### src/rtl/edge_seq_gen.sv
// Drives one start/a/b handshake per start rise: a pulses dly cycles after the rise, then b holds HOLD cycles.
// Busy for dly+HOLD+1 cycles; there is no backpressure, and a rise while busy is flagged on err and dropped.
module edge_seq_gen #(
  parameter int DLY_W = 4,
  parameter int HOLD  = 4
) (
  input  logic             clk,
  input  logic             rst,
  input  logic             start,
  input  logic [DLY_W-1:0] dly,
  output logic             a,
  output logic             b,
  output logic             busy,
  output logic             done,
  output logic             err
);

  localparam int HW = $clog2(HOLD + 1);
  localparam logic [HW-1:0] HOLD_LAST = HW'(HOLD - 1);

  typedef enum logic [1:0] {
    S_IDLE,
    S_WAIT,
    S_ASSERT_A,
    S_ASSERT_B
  } state_t;

  state_t           state, state_nxt;
  logic             start_q;
  logic [DLY_W-1:0] cnt, cnt_nxt;
  logic [HW-1:0]    hcnt, hcnt_nxt;
  logic             a_nxt, b_nxt, busy_nxt, done_nxt, err_nxt;
  logic             rise;

  // start_q resets high so a start level held through reset is not seen as a rise
  assign rise = start & ~start_q;

  always_ff @(posedge clk) begin
    if (rst) begin
      state   <= S_IDLE;
      start_q <= 1'b1;
      cnt     <= '0;
      hcnt    <= '0;
      a       <= 1'b0;
      b       <= 1'b0;
      busy    <= 1'b0;
      done    <= 1'b0;
      err     <= 1'b0;
    end else begin
      state   <= state_nxt;
      start_q <= start;
      cnt     <= cnt_nxt;
      hcnt    <= hcnt_nxt;
      a       <= a_nxt;
      b       <= b_nxt;
      busy    <= busy_nxt;
      done    <= done_nxt;
      err     <= err_nxt;
    end
  end

  always_comb begin
    state_nxt = state;
    cnt_nxt   = cnt;
    hcnt_nxt  = hcnt;
    a_nxt     = a;
    b_nxt     = b;
    busy_nxt  = busy;
    done_nxt  = 1'b0;
    err_nxt   = 1'b0;

    case (state)
      S_IDLE: begin
        if (rise) begin
          busy_nxt = 1'b1;
          if (dly == '0) begin
            a_nxt     = 1'b1;
            state_nxt = S_ASSERT_A;
          end else begin
            cnt_nxt   = dly - DLY_W'(1);
            state_nxt = S_WAIT;
          end
        end
      end
      S_WAIT: begin
        if (cnt == '0) begin
          a_nxt     = 1'b1;
          state_nxt = S_ASSERT_A;
        end else begin
          cnt_nxt = cnt - DLY_W'(1);
        end
      end
      S_ASSERT_A: begin
        a_nxt     = 1'b0;
        b_nxt     = 1'b1;
        hcnt_nxt  = HOLD_LAST;
        state_nxt = S_ASSERT_B;
      end
      S_ASSERT_B: begin
        if (hcnt == '0) begin
          b_nxt     = 1'b0;
          busy_nxt  = 1'b0;
          done_nxt  = 1'b1;
          state_nxt = S_IDLE;
        end else begin
          hcnt_nxt = hcnt - HW'(1);
        end
      end
      default: state_nxt = S_IDLE;
    endcase

    // A rise outside IDLE is reported but never disturbs the running sequence
    if (rise && state != S_IDLE) err_nxt = 1'b1;
  end

endmodule

### config.mk
export PLATFORM = sky130hd
export DESIGN_NAME = edge_seq_gen
export DESIGN_NICKNAME = d
export VERILOG_FILES = /design/src/rtl/edge_seq_gen.sv
export SDC_FILE = /design/constraint.sdc
export NUM_CORES = 1
export LEC_CHECK = 0
export CAP_MARGIN = 20
export CORE_ASPECT_RATIO = 1.25
export CORE_MARGIN = 8
export CORE_UTILIZATION = 25
export CTS_CLUSTER_DIAMETER = 120
export DETAILED_ROUTE_END_ITERATION = 10
export SLEW_MARGIN = 10
export SYNTH_ARGS = -nofsm -noshare
export SYNTH_HDL_FRONTEND = slang
export SYNTH_SLANG_ARGS = --single-unit
export TNS_END_PERCENT = 20
### constraint.sdc
create_clock -name clk -period 3.8 [get_ports clk]
set_clock_uncertainty 0.05 [all_clocks]
set_input_delay 0.57 -clock clk [delete_from_list [all_inputs] [get_ports clk]]
set_output_delay 0.57 -clock clk [all_outputs]
set_load 0.01 [all_outputs]
Word level (Yosys, flattened, before mapping). Index checks and enable logic that the tools add are counted.

Logic and storage cells: 63. RAM bits: 0. Latch bits: 0. Memories kept: 0. Flip-flop bits (word level): 15. Bits in read-only memories: 0.

Multipliers: 0. Shift-type cells: 0. Reductions and logical operators: 17. Mux-type cells: 21. Div/mod/pow operators: 0. Equality and inequality tests: 10. Add/subtract/negate cells: 3. Order comparisons: 0. Bitwise operators: 3.

Operator list (count): $ne A2 B2 Y1 const B (7); $mux W4 (3); $logic_not A4 Y1 (2); $mux W2 (4); $pmux W2 S4 (1); $pmux W4 S2 (1); $reduce_and A4 Y1 (2); $reduce_bool A2 Y1 (4); $sub A4 B1 Y4 const B (2); $mux W1 (7); $pmux W3 S2 (1); $reduce_and A3 Y1 (2); $eq A2 B2 Y1 const B (2); $pmux W1 S2 (2); $reduce_and A2 Y1 (2); $logic_not A3 Y1 (1); $mux W3 (1); $pmux W1 S3 (1); $reduce_bool A3 Y1 (1); $sub A3 B1 Y3 const B (1); $eq A2 B1 Y1 const B (1); $logic_not A2 Y1 (1); $not A1 Y1 (2); $reduce_or A2 Y1 (1); 2 further kinds (2).

Longest topological paths before layout. Gate-level depths: netlist (run 1).

Depth after elaboration: 4. Mapped depth: 8.

Least setup slack after synthesis (run 1). No wires, ideal clock.

Kind: register to register. Start point: register state[1]. End point: register cnt[2]. Arrival time: 1.878 ns. Data required time: 3.671 ns. Setup time: 0.079 ns. Cell stages (with the launch flop): 9. Setup slack: 1.793 ns. Period minus slack after synthesis: 2.007 ns. Cells stage by stage: dfxtp_1 inv_1 ha_1 mux2i_1 ha_1 or3b_2 o21ai_0 a21oi_1 o211ai_1.

Word-level cells in the longest chain between the ends: 3. Elaborated cells between the ends (all ways): 8. Classes of those cells: eq/ne (4); mux (1); reduce/logical (3).

Ends and longest elaborated chain: from (decl) (line 28) `state_t state, state_nxt;`; from (signal assigned) (line 50) `state <= state_nxt;`; $eq A2 B1 Y1 / $logic_not A2 Y1 (equally long branches) (line 72) `case (state)`; $ne A2 B2 Y1 (no line) / $reduce_bool A2 Y1 (equally long branches); $reduce_and A4 Y1 (no line); to (signal assigned) (line 52) `cnt <= cnt_nxt;`; to (decl) (line 30) `logic [DLY_W-1:0] cnt, cnt_nxt;`.

Parallel ways exist; a longest one is shown, timed or not. A chain may end at the register's enable or synchronous reset.

Final worst setup path (run 1). Ends and elaborated chain as after synthesis.

==> metrics.txt, run 1 <==
# TYPE chip_impl_metric gauge
chip_impl_info{name="outcome",value="finished, final reports clean"} 1
chip_impl_metric{name="tritoncts.num_buffers",unit=""} 3
chip_impl_metric{name="synth_cell_types",unit=""} 31
chip_impl_metric{name="leakagePower",unit="nW"} 0.407
chip_impl_metric{name="gpl.final_weighted_congestion",unit=""} 0.810
chip_impl_metric{name="syn_avg_cell_area",unit="µm²"} 8.54
chip_impl_metric{name="skew_pair_late_insertion_delay",unit="ps"} 250
chip_impl_metric{name="routed_wl",unit="mm"} 2.03
chip_impl_metric{name="clk_path_buf_depth",unit=""} 2
chip_impl_metric{name="worst-endpoint-required",unit="ps"} 3920
chip_impl_metric{name="report.power.total",unit="mW"} 0.865
chip_impl_info{name="end_kind",value="flip-flop"} 1
chip_impl_info{name="unrepaired_setup_endpoints_after_global_routing",value="false"} 1
chip_impl_metric{name="place.detailed.instances",unit=""} 151
chip_impl_metric{name="finalNetCount",unit=""} 133
chip_impl_info{name="layout.cells.most_common",value="sky130_fd_sc_hd__dfxtp_1"} 1
chip_impl_metric{name="synth.ff_latch_count",unit=""} 15
chip_impl_metric{name="share_of_flip_flops_with_an_asynchronous_set_or_reset_after_synthesis",unit=""} 0
chip_impl_metric{name="post_drt_wl_per_cell",unit="µm"} 13.1
chip_impl_metric{name="cts-resized-gates",unit=""} 0
chip_impl_metric{name="dr_total_vias",unit=""} 829
chip_impl_info{name="most_frequently_used_flop_master_after_synthesis",value="sky130_fd_sc_hd__dfxtp_1"} 1
chip_impl_metric{name="num_antenna_cells",unit=""} 0
chip_impl_info{name="reg2reg_from",value="state[1]"} 1
chip_impl_metric{name="pwr-share-seq",unit=""} 0.289
chip_impl_info{name="type_of_the_worst_setup_path",value="flip-flop to flip-flop"} 1
chip_impl_metric{name="finalSetupViolCount",unit=""} 0
chip_impl_metric{name="rows",unit=""} 24
chip_impl_info{name="worst_setup_path_startpoint",value="state[1]"} 1
chip_impl_metric{name="dieWidth",unit="µm"} 69.3
chip_impl_metric{name="final.fill_count",unit=""} 369
chip_impl_metric{name="clkSinkCount",unit=""} 15
chip_impl_metric{name="layout_worst_path_cycle_share",unit=""} 0.658
chip_impl_metric{name="drt-pass1-iter-count",unit=""} 4
chip_impl_metric{name="critPathMaxFanout",unit=""} 13
chip_impl_metric{name="hold_buffers",unit=""} 0
chip_impl_metric{name="timing.final.hold_violations",unit=""} 0
chip_impl_metric{name="postSynthNetCount",unit=""} 120
chip_impl_metric{name="io_pins",unit=""} 12
chip_impl_metric{name="port_buffers",unit=""} 11
chip_impl_metric{name="starting_density_of_the_core",unit=""} 0.257
chip_impl_metric{name="synth_area",unit="µm²"} 888
chip_impl_metric{name="sequential_to_total_area_share_from_yosys_stat",unit=""} 0.338
chip_impl_metric{name="global_route.overflow_total",unit=""} 0
chip_impl_metric{name="fin_tns_setup",unit="ps"} 0
chip_impl_metric{name="h-tree-depth",unit=""} 1
chip_impl_info{name="clk_root_buffer_cell",value="sky130_fd_sc_hd__clkbuf_8"} 1
chip_impl_metric{name="netSwitchingPower",unit="mW"} 0.370
chip_impl_metric{name="instances_no_fill",unit=""} 155
chip_impl_metric{name="antenna_found_initial",unit=""} 0
chip_impl_info{name="hold_path.class",value="flip-flop to flip-flop"} 1
chip_impl_metric{name="vias_in_the_first_global_route",unit=""} 779
chip_impl_metric{name="power.switching_fraction",unit=""} 0.427
chip_impl_metric{name="timing.slew.headroom",unit=""} 0.589
chip_impl_metric{name="drt.antenna.violating_nets",unit=""} 0
chip_impl_metric{name="detail_route.vias_per_cell",unit=""} 5.35
chip_impl_metric{name="grt_pass1_wl",unit="mm"} 3.46
chip_impl_metric{name="area.growth.synth_to_final",unit="%"} 21.7
chip_impl_metric{name="ratio_of_cells_with_drive_above_1_in_the_final_layout",unit=""} 0.0603
chip_impl_info{name="setup.worst_path.start_class",value="flip-flop"} 1
chip_impl_info{name="timing.critical_path.cells",value="inv_1 > ha_1 > mux2i_1 > ha_1 > or3b_2 > o21ai_0 > a21oi_1 > o211ai_1"} 1
chip_impl_metric{name="finalWorstPathRequiredPeriod",unit="ps"} 2500
chip_impl_metric{name="clock_power_share",unit=""} 0.150
chip_impl_metric{name="synth_edf_count",unit=""} 0
chip_impl_metric{name="die_h",unit="µm"} 82.6
chip_impl_metric{name="route.detailed.drc",unit=""} 0
chip_impl_metric{name="clock_pin_slew_on_the_worst_setup_and_hold_paths",unit="ps"} 60
chip_impl_info{name="crit_path_frequent_cell",value="sky130_fd_sc_hd__ha_1"} 1
chip_impl_metric{name="max_slew.worst_pin.slew",unit="ps"} 615
chip_impl_metric{name="critical_path_buf_inv_count",unit=""} 1
chip_impl_metric{name="ir_drop_worst_vdd",unit="V"} 0.000359
chip_impl_metric{name="cts_setup_buffers",unit=""} 0
chip_impl_metric{name="detailed_place_hpwl",unit="mm"} 1.55
chip_impl_info{name="final_cell_mix",value="sky130_fd_sc_hd__dfxtp_1 (15), sky130_fd_sc_hd__a21oi_1 (12), sky130_fd_sc_hd__clkdlybuf4s50_1 (11)"} 1
chip_impl_metric{name="maxCapViolCount",unit=""} 0
chip_impl_info{name="cell_with_the_biggest_individual_delay_on_the_critical_path",value="sky130_fd_sc_hd__ha_1"} 1
chip_impl_metric{name="synth_warnings",unit=""} 0
chip_impl_metric{name="critical-path-max-stage-delay",unit="ps"} 460
chip_impl_metric{name="syn-instance-count",unit=""} 104
chip_impl_metric{name="dieArea",unit="mm²"} 0.00573
chip_impl_info{name="crit_family",value="adder cells"} 1
chip_impl_metric{name="max_slew_violation_count",unit=""} 0
chip_impl_metric{name="worstPathArrival",unit="ps"} 2620
chip_impl_metric{name="core-area",unit="mm²"} 0.00345
chip_impl_metric{name="pin_count_of_the_biggest_net_entering_global_routing",unit=""} 18
chip_impl_metric{name="pwr-share-comb",unit=""} 0.562
chip_impl_metric{name="grt_use_total",unit=""} 0.0750
chip_impl_metric{name="int_power",unit="mW"} 0.496
chip_impl_metric{name="power.density",unit="mW/mm²"} 800
chip_impl_info{name="cts_tree",value="yes"} 1
chip_impl_metric{name="drt_iter0_drc",unit=""} 32
chip_impl_metric{name="fmax",unit="MHz"} 400
chip_impl_info{name="min_from",value="hcnt[2]"} 1
==> metal layers <==
metal,vias up,part of all wire,track usage
met2,21,0.48,0.125
met3,7,0.048,0.0227
li1,411,-,-
met4,0,0.037,0.0657
met1,390,0.43,0.0773
met5,-,0,0
==> through the flow <==
step	hold WS [ps]	util	worst slack [ps]	cell area, µm²
finish	425	0.313	1300	1080
global route	461	0.313	1090	1080
CTS	425	0.313	1300	1080
detailed placement	419	0.300	1320	1040
global placement	411	0.300	1380	1040
floorplan	388	-	1790	888
==> area by class of cell <==
cell class / instances / area [µm²] / area share
sequential: 15 / 300 / 0.278
inverter: 8 / 30.0 / 0.0278
tap: 39 / 48.8 / 0.0451
clock buffer: 4 / 45.0 / 0.0417
multi-input combinational: 78 / 547 / 0.506
timing repair buffer: 11 / 110 / 0.102
==> power groups by stage <==
stage / logic, mW / clock network (mW) / registers, mW
finish: 0.486 / 0.129 / 0.250
global route: 0.550 / 0.140 / 0.257
CTS: 0.486 / 0.133 / 0.250
detailed placement: 0.484 / 0 / 0.253
global placement: 0.470 / 0 / 0.251
floorplan: 0.367 / 0 / 0.249
==> synthesized netlist by cell type (2+ instances only) <==
library cell                n  area [µm²]
sky130_fd_sc_hd__a21oi_1   12        60.1
sky130_fd_sc_hd__a21o_1     2        15.0
sky130_fd_sc_hd__nand2b_1   3        18.8
sky130_fd_sc_hd__nand2_1    3        11.3
sky130_fd_sc_hd__nor4_1     3        18.8
sky130_fd_sc_hd__dfxtp_1   15         300
sky130_fd_sc_hd__o21ai_0    7        35.0
sky130_fd_sc_hd__nor4b_1    2        17.5
sky130_fd_sc_hd__a311oi_1   5        43.8
sky130_fd_sc_hd__nor2b_1    2        12.5
sky130_fd_sc_hd__nor2_1     9        33.8
sky130_fd_sc_hd__mux2i_1    4        40.0
sky130_fd_sc_hd__inv_1      8        30.0
sky130_fd_sc_hd__nand3_1    2        10.0
sky130_fd_sc_hd__clkbuf_1   3        11.3
sky130_fd_sc_hd__ha_1       9         113
==> registers in the layout, summed over array words and instances, names as in the netlist <==
| name | flops |
|---|---|
| a | 1 |
| b | 1 |
| done | 1 |
| start_q | 1 |
| hcnt | 3 |
| state | 2 |
| cnt | 4 |
| err | 1 |
| busy | 1 |
==> path summary, 6_finish.rpt <==
kind	to	slack (ps)	depth (start not counted)
worst max-delay path	cnt[2]	1300	8
worst min-delay path	done	420	1
worst max register to register	cnt[2]	1300	8
worst min register to register	done	420	1
==> cells by family (layout without fill, tap and decap cells) <==
kind of cell | count (synthesis) | count (layout) | synth area share
AOI/OAI and AO/OA | 34 | 34 | 0.246
adders and majority gates | 9 | 9 | 0.127
and+or+nand+nor | 31 | 31 | 0.197
buffers and inverters | 11 | 23 | 0.0465
DFF | 15 | 15 | 0.338
muxes | 4 | 4 | 0.0451
Note: power is estimated with default switching activity, not from simulation.
==> run 2, diff against run 1 <==
- clock period: 3.8 -> 2.55 ns (I/O delays scaled with it)
==> run 2 against run 1 <==
Compared with the run above:
- cell area rose by 1.5%
- register-to-register slack got worse by 1000 ps
- sequential share of layout area fell by 0.41 points
- first-iteration DRC count rose by 16%
- combinational power rose by 52%
- critical path depth did not move
- core utilization rose by 0.47 points
- wire length fell by 0.59%
- power rose by 50%
- worst setup slack got worse by 1000 ps
- sequential cell count did not move
- hold slack got worse by 1.3 ps
- critical path type unchanged
- largest power group unchanged
- highest routed layer unchanged
==> metrics.txt, run 2 (synthesized netlist as in run 1, its figures left out) <==
# TYPE chip_impl_metric gauge
chip_impl_metric{name="pin_count_of_the_biggest_net_entering_global_routing",unit=""} 18
chip_impl_metric{name="grt_pass1_wl",unit="mm"} 3.41
chip_impl_metric{name="timing.slew.headroom",unit=""} 0.580
chip_impl_metric{name="cts_setup_buffers",unit=""} 0
chip_impl_metric{name="max_slew_violation_count",unit=""} 0
chip_impl_metric{name="timing.final.hold_violations",unit=""} 0
chip_impl_metric{name="finalWorstPathRequiredPeriod",unit="ps"} 2290
chip_impl_metric{name="maxCapViolCount",unit=""} 0
chip_impl_metric{name="reg2reg_slack",unit="ps"} 260
chip_impl_metric{name="worstPathArrival",unit="ps"} 2410
chip_impl_metric{name="critical-path-max-stage-delay",unit="ps"} 450
chip_impl_info{name="final_cell_mix",value="sky130_fd_sc_hd__dfxtp_1 (15), sky130_fd_sc_hd__a21oi_1 (12), sky130_fd_sc_hd__clkdlybuf4s50_1 (11)"} 1
chip_impl_metric{name="finalSetupViolCount",unit=""} 0
chip_impl_metric{name="h-tree-depth",unit=""} 1
chip_impl_metric{name="stdcell_area",unit="mm²"} 0.00110
chip_impl_info{name="outcome",value="finished, final reports clean"} 1
chip_impl_metric{name="report.power.total",unit="mW"} 1.30
chip_impl_metric{name="drt.antenna.violating_nets",unit=""} 0
chip_impl_info{name="reg2reg_from",value="state[1]"} 1
chip_impl_metric{name="port_buffers",unit=""} 11
chip_impl_metric{name="ratio_of_cells_with_drive_above_1_in_the_final_layout",unit=""} 0.0847
chip_impl_metric{name="instances_no_fill",unit=""} 157
chip_impl_metric{name="die_h",unit="µm"} 82.6
chip_impl_metric{name="clkSinkCount",unit=""} 15
chip_impl_metric{name="clock_pin_slew_on_the_worst_setup_and_hold_paths",unit="ps"} 70
chip_impl_metric{name="grt_use_total",unit=""} 0.0715
chip_impl_info{name="crit_path_frequent_cell",value="sky130_fd_sc_hd__ha_1"} 1
chip_impl_metric{name="clk_path_buf_depth",unit=""} 2
chip_impl_metric{name="dp_slack",unit="ps"} 244
chip_impl_metric{name="hold_ws",unit="ps"} 424
chip_impl_metric{name="route.detailed.drc",unit=""} 0
chip_impl_info{name="cts_tree",value="yes"} 1
chip_impl_info{name="timing.critical_path.cells",value="inv_1 > ha_1 > mux2i_1 > ha_1 > or3b_2 > o21ai_0 > a21oi_1 > o211ai_1"} 1
chip_impl_metric{name="tritoncts.num_buffers",unit=""} 3
chip_impl_info{name="type_of_the_worst_setup_path",value="flip-flop to flip-flop"} 1
chip_impl_metric{name="vias_in_the_first_global_route",unit=""} 810
chip_impl_metric{name="routed_wl",unit="mm"} 2.02
chip_impl_info{name="layout_top_registers",value="cnt: 4 flops, hcnt: 3 flops, state: 2 flops"} 1
chip_impl_metric{name="detail_route.vias_per_cell",unit=""} 5.24
chip_impl_info{name="setup.worst_path.start_class",value="flip-flop"} 1
chip_impl_info{name="timing.rr.end",value="cnt[2]"} 1
chip_impl_metric{name="flip_flop_count_of_the_largest_register_all_copies_and_words_added",unit=""} 4
chip_impl_info{name="top_register",value="cnt"} 1
chip_impl_metric{name="min_path_cells",unit=""} 1
chip_impl_info{name="end_kind",value="flip-flop"} 1
chip_impl_metric{name="leakagePower",unit="nW"} 0.420
chip_impl_metric{name="skew_pair_late_insertion_delay",unit="ps"} 250
chip_impl_metric{name="hold_buffers",unit=""} 0
chip_impl_metric{name="gpl.final_weighted_congestion",unit=""} 0.852
chip_impl_metric{name="post_drt_wl_per_cell",unit="µm"} 12.8
chip_impl_info{name="hold_path.class",value="flip-flop to flip-flop"} 1
chip_impl_info{name="layout.cells.most_common",value="sky130_fd_sc_hd__dfxtp_1"} 1
chip_impl_metric{name="starting_density_of_the_core",unit=""} 0.257
chip_impl_metric{name="antenna_found_initial",unit=""} 0
chip_impl_metric{name="finalNetCount",unit=""} 135
chip_impl_info{name="min_from",value="hcnt[2]"} 1
chip_impl_metric{name="dr_total_vias",unit=""} 823
chip_impl_metric{name="dieArea",unit="mm²"} 0.00573
chip_impl_metric{name="layout_worst_path_cycle_share",unit=""} 0.899
chip_impl_metric{name="power.density",unit="mW/mm²"} 1180
chip_impl_metric{name="fin_ws",unit="ps"} 257
chip_impl_metric{name="reg2regPathDepth",unit=""} 8
chip_impl_metric{name="area.growth.synth_to_final",unit="%"} 23.5
chip_impl_metric{name="ir_drop_worst_vdd",unit="V"} 0.000529
chip_impl_metric{name="detailed_place_hpwl",unit="mm"} 1.58
chip_impl_metric{name="fin_tns_setup",unit="ps"} 0
chip_impl_info{name="min_to",value="done"} 1
chip_impl_metric{name="worst-endpoint-required",unit="ps"} 2670
chip_impl_metric{name="fmax",unit="MHz"} 436
chip_impl_metric{name="dpl-instance-area",unit="mm²"} 0.00105
chip_impl_metric{name="critPathMaxFanout",unit=""} 6
chip_impl_metric{name="drt_iter0_drc",unit=""} 37
chip_impl_info{name="clk_root_buffer_cell",value="sky130_fd_sc_hd__clkbuf_8"} 1
chip_impl_info{name="cell_with_the_biggest_individual_delay_on_the_critical_path",value="sky130_fd_sc_hd__or3b_2"} 1
chip_impl_metric{name="cts-resized-gates",unit=""} 0
chip_impl_metric{name="final_core_utilization",unit=""} 0.318
chip_impl_info{name="unrepaired_setup_endpoints_after_global_routing",value="false"} 1
chip_impl_metric{name="global_route.overflow_total",unit=""} 0
chip_impl_metric{name="place.detailed.instances",unit=""} 153
chip_impl_metric{name="io_pins",unit=""} 12
chip_impl_metric{name="dieWidth",unit="µm"} 69.3
chip_impl_metric{name="max_slew.worst_pin.slew",unit="ps"} 628
chip_impl_metric{name="rows",unit=""} 24
chip_impl_metric{name="num_antenna_cells",unit=""} 0
chip_impl_metric{name="drt-pass1-iter-count",unit=""} 6
chip_impl_metric{name="core-area",unit="mm²"} 0.00345
[run 2: cell count changes in the layout (fill, tap and decap cells not counted), sizes merged]
cell	before	now
buf	0	2
clkbuf	4	3
clkinv	0	1
[run 2: area by class of cell]
type                            count  area [µm²]
Inverter                            8        30.0
Clock inverter                      1        5.00
Multi-Input combinational cell     78         547
Tap cell                           39        48.8
Fill cell                         373        2360
Clock buffer                        3        41.3
Sequential cell                    15         300
Timing Repair Buffer               13         125
[run 2: worst max path at each step]
stage | start | end | cells past startpoint | slack (ps)
after floorplan | state[1] | cnt[2] | 8 | 540
after global placement | state[1] | cnt[2] | 8 | 360
after detailed placement | state[1] | cnt[2] | 8 | 240
after CTS | state[1] | cnt[2] | 8 | 270
after global routing | state[1] | cnt[2] | 8 | 150
final | state[1] | cnt[2] | 8 | 260
[run 2: report_power, final]
group	total, mW	switching (mW)	internal (mW)
clock	0.190	0.0820	0.108
sequential	0.371	0.0628	0.308
combinational	0.738	0.408	0.329
total	1.30	0.553	0.746
[run 2: worst max-delay path, delay by kind of cell (launching register included)]
kind | cells | cell delay (ps)
AND/OR/NAND/NOR | 1 | 450
adder cells (fa/ha/maj) | 2 | 560
AO/OA/AOI/OAI | 3 | 340
flip-flops | 1 | 340
buffers and inverters | 1 | 110
multiplexers | 1 | 370
[run 2: layer usage]
metal  part of all wire  up-vias  global-route usage  wire length [µm]
met1               0.45      384              0.0753               900
met3              0.043        2              0.0167                86
li1                   -      414                   -                 -
met5                  0        -                   0                 0
met4              0.018        0              0.0554                36
met2               0.49       23               0.124               991
==> run 3, diff against run 2 <==
- CORE_MARGIN: 8 -> 1.5
==> run 3 against run 2 <==
Compared with the run above:
- highest routed layer unchanged
- hold slack barely moved
- core utilization hardly changed
- maximum frequency grew 2.1%
- critical path type unchanged
- clock power is 3% higher
- cell area fell by 0.11%
- sequential share of layout area hardly changed
- non-clock buffer count unchanged
- first-iteration DRC count fell by 49%
==> metrics.txt, run 3 (synthesized netlist as in run 1, its figures left out) <==
# TYPE chip_impl_metric gauge
chip_impl_metric{name="ir_drop_worst_vdd",unit="V"} 0.000577
chip_impl_metric{name="starting_density_of_the_core",unit=""} 0.257
chip_impl_metric{name="antenna_found_initial",unit=""} 0
chip_impl_info{name="clk_root_buffer_cell",value="sky130_fd_sc_hd__clkbuf_8"} 1
chip_impl_metric{name="worstPathArrival",unit="ps"} 2370
chip_impl_metric{name="cts-resized-gates",unit=""} 0
chip_impl_metric{name="flip_flop_count_of_the_largest_register_all_copies_and_words_added",unit=""} 4
chip_impl_metric{name="final_core_utilization",unit=""} 0.317
chip_impl_metric{name="route.detailed.drc",unit=""} 0
chip_impl_metric{name="grt_use_total",unit=""} 0.107
chip_impl_metric{name="clk_path_buf_depth",unit=""} 2
chip_impl_metric{name="pin_count_of_the_biggest_net_entering_global_routing",unit=""} 18
chip_impl_metric{name="tritoncts.num_buffers",unit=""} 3
chip_impl_info{name="top_register",value="cnt"} 1
chip_impl_info{name="layout_top_registers",value="cnt: 4 flops, hcnt: 3 flops, state: 2 flops"} 1
chip_impl_metric{name="finalSetupViolCount",unit=""} 0
chip_impl_metric{name="core-area",unit="mm²"} 0.00345
chip_impl_info{name="unrepaired_setup_endpoints_after_global_routing",value="false"} 1
chip_impl_metric{name="skew_pair_late_insertion_delay",unit="ps"} 250
chip_impl_metric{name="die_h",unit="µm"} 69.6
chip_impl_metric{name="critPathMaxFanout",unit=""} 5
chip_impl_metric{name="drt-pass1-iter-count",unit=""} 4
chip_impl_info{name="type_of_the_worst_setup_path",value="flip-flop to flip-flop"} 1
chip_impl_metric{name="hold_buffers",unit=""} 0
chip_impl_metric{name="max_slew.worst_pin.slew",unit="ps"} 615
chip_impl_metric{name="finalWorstPathRequiredPeriod",unit="ps"} 2250
chip_impl_metric{name="drt_iter0_drc",unit=""} 19
chip_impl_metric{name="finalNetCount",unit=""} 135
chip_impl_metric{name="power.density",unit="mW/mm²"} 1190
chip_impl_info{name="final_cell_mix",value="sky130_fd_sc_hd__dfxtp_1 (15), sky130_fd_sc_hd__a21oi_1 (12), sky130_fd_sc_hd__clkdlybuf4s50_1 (11)"} 1
chip_impl_metric{name="io_pins",unit=""} 12
chip_impl_info{name="worst_setup_path_startpoint",value="state[1]"} 1
chip_impl_metric{name="area.sequential",unit="µm²"} 300
chip_impl_info{name="reg2reg_from",value="state[1]"} 1
chip_impl_info{name="min_from",value="hcnt[2]"} 1
chip_impl_metric{name="detailed_place_hpwl",unit="mm"} 1.48
chip_impl_metric{name="gpl.final_weighted_congestion",unit=""} 0.886
chip_impl_metric{name="rows",unit=""} 24
chip_impl_metric{name="drt.antenna.violating_nets",unit=""} 0
chip_impl_metric{name="multi_input_area",unit="µm²"} 547
chip_impl_metric{name="num_antenna_cells",unit=""} 0
chip_impl_metric{name="post_drt_wl_per_cell",unit="µm"} 12.3
chip_impl_info{name="layout.cells.most_common",value="sky130_fd_sc_hd__dfxtp_1"} 1
chip_impl_info{name="setup.worst_path.start_class",value="flip-flop"} 1
chip_impl_metric{name="dr_total_vias",unit=""} 810
chip_impl_metric{name="reg2reg_slack",unit="ps"} 300
chip_impl_metric{name="clkSinkCount",unit=""} 15
chip_impl_metric{name="final.fill_count",unit=""} 364
chip_impl_metric{name="clock_pin_slew_on_the_worst_setup_and_hold_paths",unit="ps"} 60
chip_impl_info{name="cts_tree",value="yes"} 1
chip_impl_metric{name="layout_worst_path_cycle_share",unit=""} 0.881
chip_impl_metric{name="worst-endpoint-required",unit="ps"} 2670
chip_impl_metric{name="h-tree-depth",unit=""} 1
chip_impl_metric{name="maxCapViolCount",unit=""} 0
chip_impl_metric{name="dieArea",unit="mm²"} 0.00392
chip_impl_metric{name="global_route.overflow_total",unit=""} 0
chip_impl_metric{name="dieWidth",unit="µm"} 56.3
chip_impl_metric{name="area.growth.synth_to_final",unit="%"} 23.4
chip_impl_info{name="outcome",value="finished, final reports clean"} 1
chip_impl_metric{name="grt_pass1_wl",unit="mm"} 3.33
chip_impl_metric{name="leakagePower",unit="nW"} 0.418
chip_impl_metric{name="max_slew_violation_count",unit=""} 0
chip_impl_metric{name="routed_wl",unit="mm"} 1.93
chip_impl_metric{name="ratio_of_cells_with_drive_above_1_in_the_final_layout",unit=""} 0.0763
chip_impl_metric{name="vias_in_the_first_global_route",unit=""} 778
chip_impl_metric{name="fin_tns_setup",unit="ps"} 0
chip_impl_metric{name="cts_setup_buffers",unit=""} 0
chip_impl_metric{name="timing.slew.headroom",unit=""} 0.589
chip_impl_metric{name="fmax",unit="MHz"} 445
chip_impl_metric{name="timing.final.hold_violations",unit=""} 0
chip_impl_metric{name="port_buffers",unit=""} 11
chip_impl_info{name="end_kind",value="flip-flop"} 1
chip_impl_metric{name="detail_route.vias_per_cell",unit=""} 5.16
chip_impl_info{name="hold_path.class",value="flip-flop to flip-flop"} 1
==> run 3: changes by cell type in the layout (fill, tap and decap cells not counted) <==
cell / change
sky130_fd_sc_hd__clkbuf_1: +1
sky130_fd_sc_hd__clkinv_2: -1
==> run 3: where the power goes <==
group	total, mW	switching, mW	internal (mW)
clock network	0.195	0.0841	0.111
registers	0.375	0.0662	0.308
logic	0.736	0.407	0.329
==> run 3: path summary, 6_finish.rpt <==
check | depth (start not counted) | end
min | 1 | done
max reg2reg | 8 | cnt[2]
min reg2reg | 1 | done
max | 8 | cnt[2]
==> run 3: area by class of cell <==
type	instances	share of cell area
well taps	39	0.0445
inverters	8	0.0274
flip-flops and latches	15	0.274
clock buffers	4	0.0411
multi-input cells	78	0.499
repair buffers	13	0.114
==> run 3: critical path, cell delays in order, from the launching register on <==
cell and delay (ps):
sky130_fd_sc_hd__dfxtp_1 350, sky130_fd_sc_hd__inv_1 110, sky130_fd_sc_hd__ha_1 270, sky130_fd_sc_hd__mux2i_1 360, sky130_fd_sc_hd__ha_1 260, sky130_fd_sc_hd__or3b_2 450
sky130_fd_sc_hd__o21ai_0 80, sky130_fd_sc_hd__a21oi_1 90, sky130_fd_sc_hd__o211ai_1 150
==> run 3: metal layers <==
layer | track usage | share of wire | vias up | wire (µm)
li1 | - | - | 414 | -
met1 | 0.127 | 0.47 | 367 | 917
met2 | 0.174 | 0.47 | 24 | 904
met3 | 0.0224 | 0.033 | 5 | 64
met4 | 0.0688 | 0.025 | 0 | 48
met5 | 0 | 0 | - | 0
==> run 3: metrics by stage <==
step	total power [mW]	hold WS (ps)	setup WS, ps	cell area, µm²	cells
2_1_floorplan	0.918	388	543	888	104
4_1_cts	1.31	426	314	1100	157
6_report	1.31	424	303	1100	157
3_5_place_dp	1.12	421	296	1050	153
3_3_place_gp	1.09	409	337	1050	153
5_1_grt	1.42	467	118	1100	157
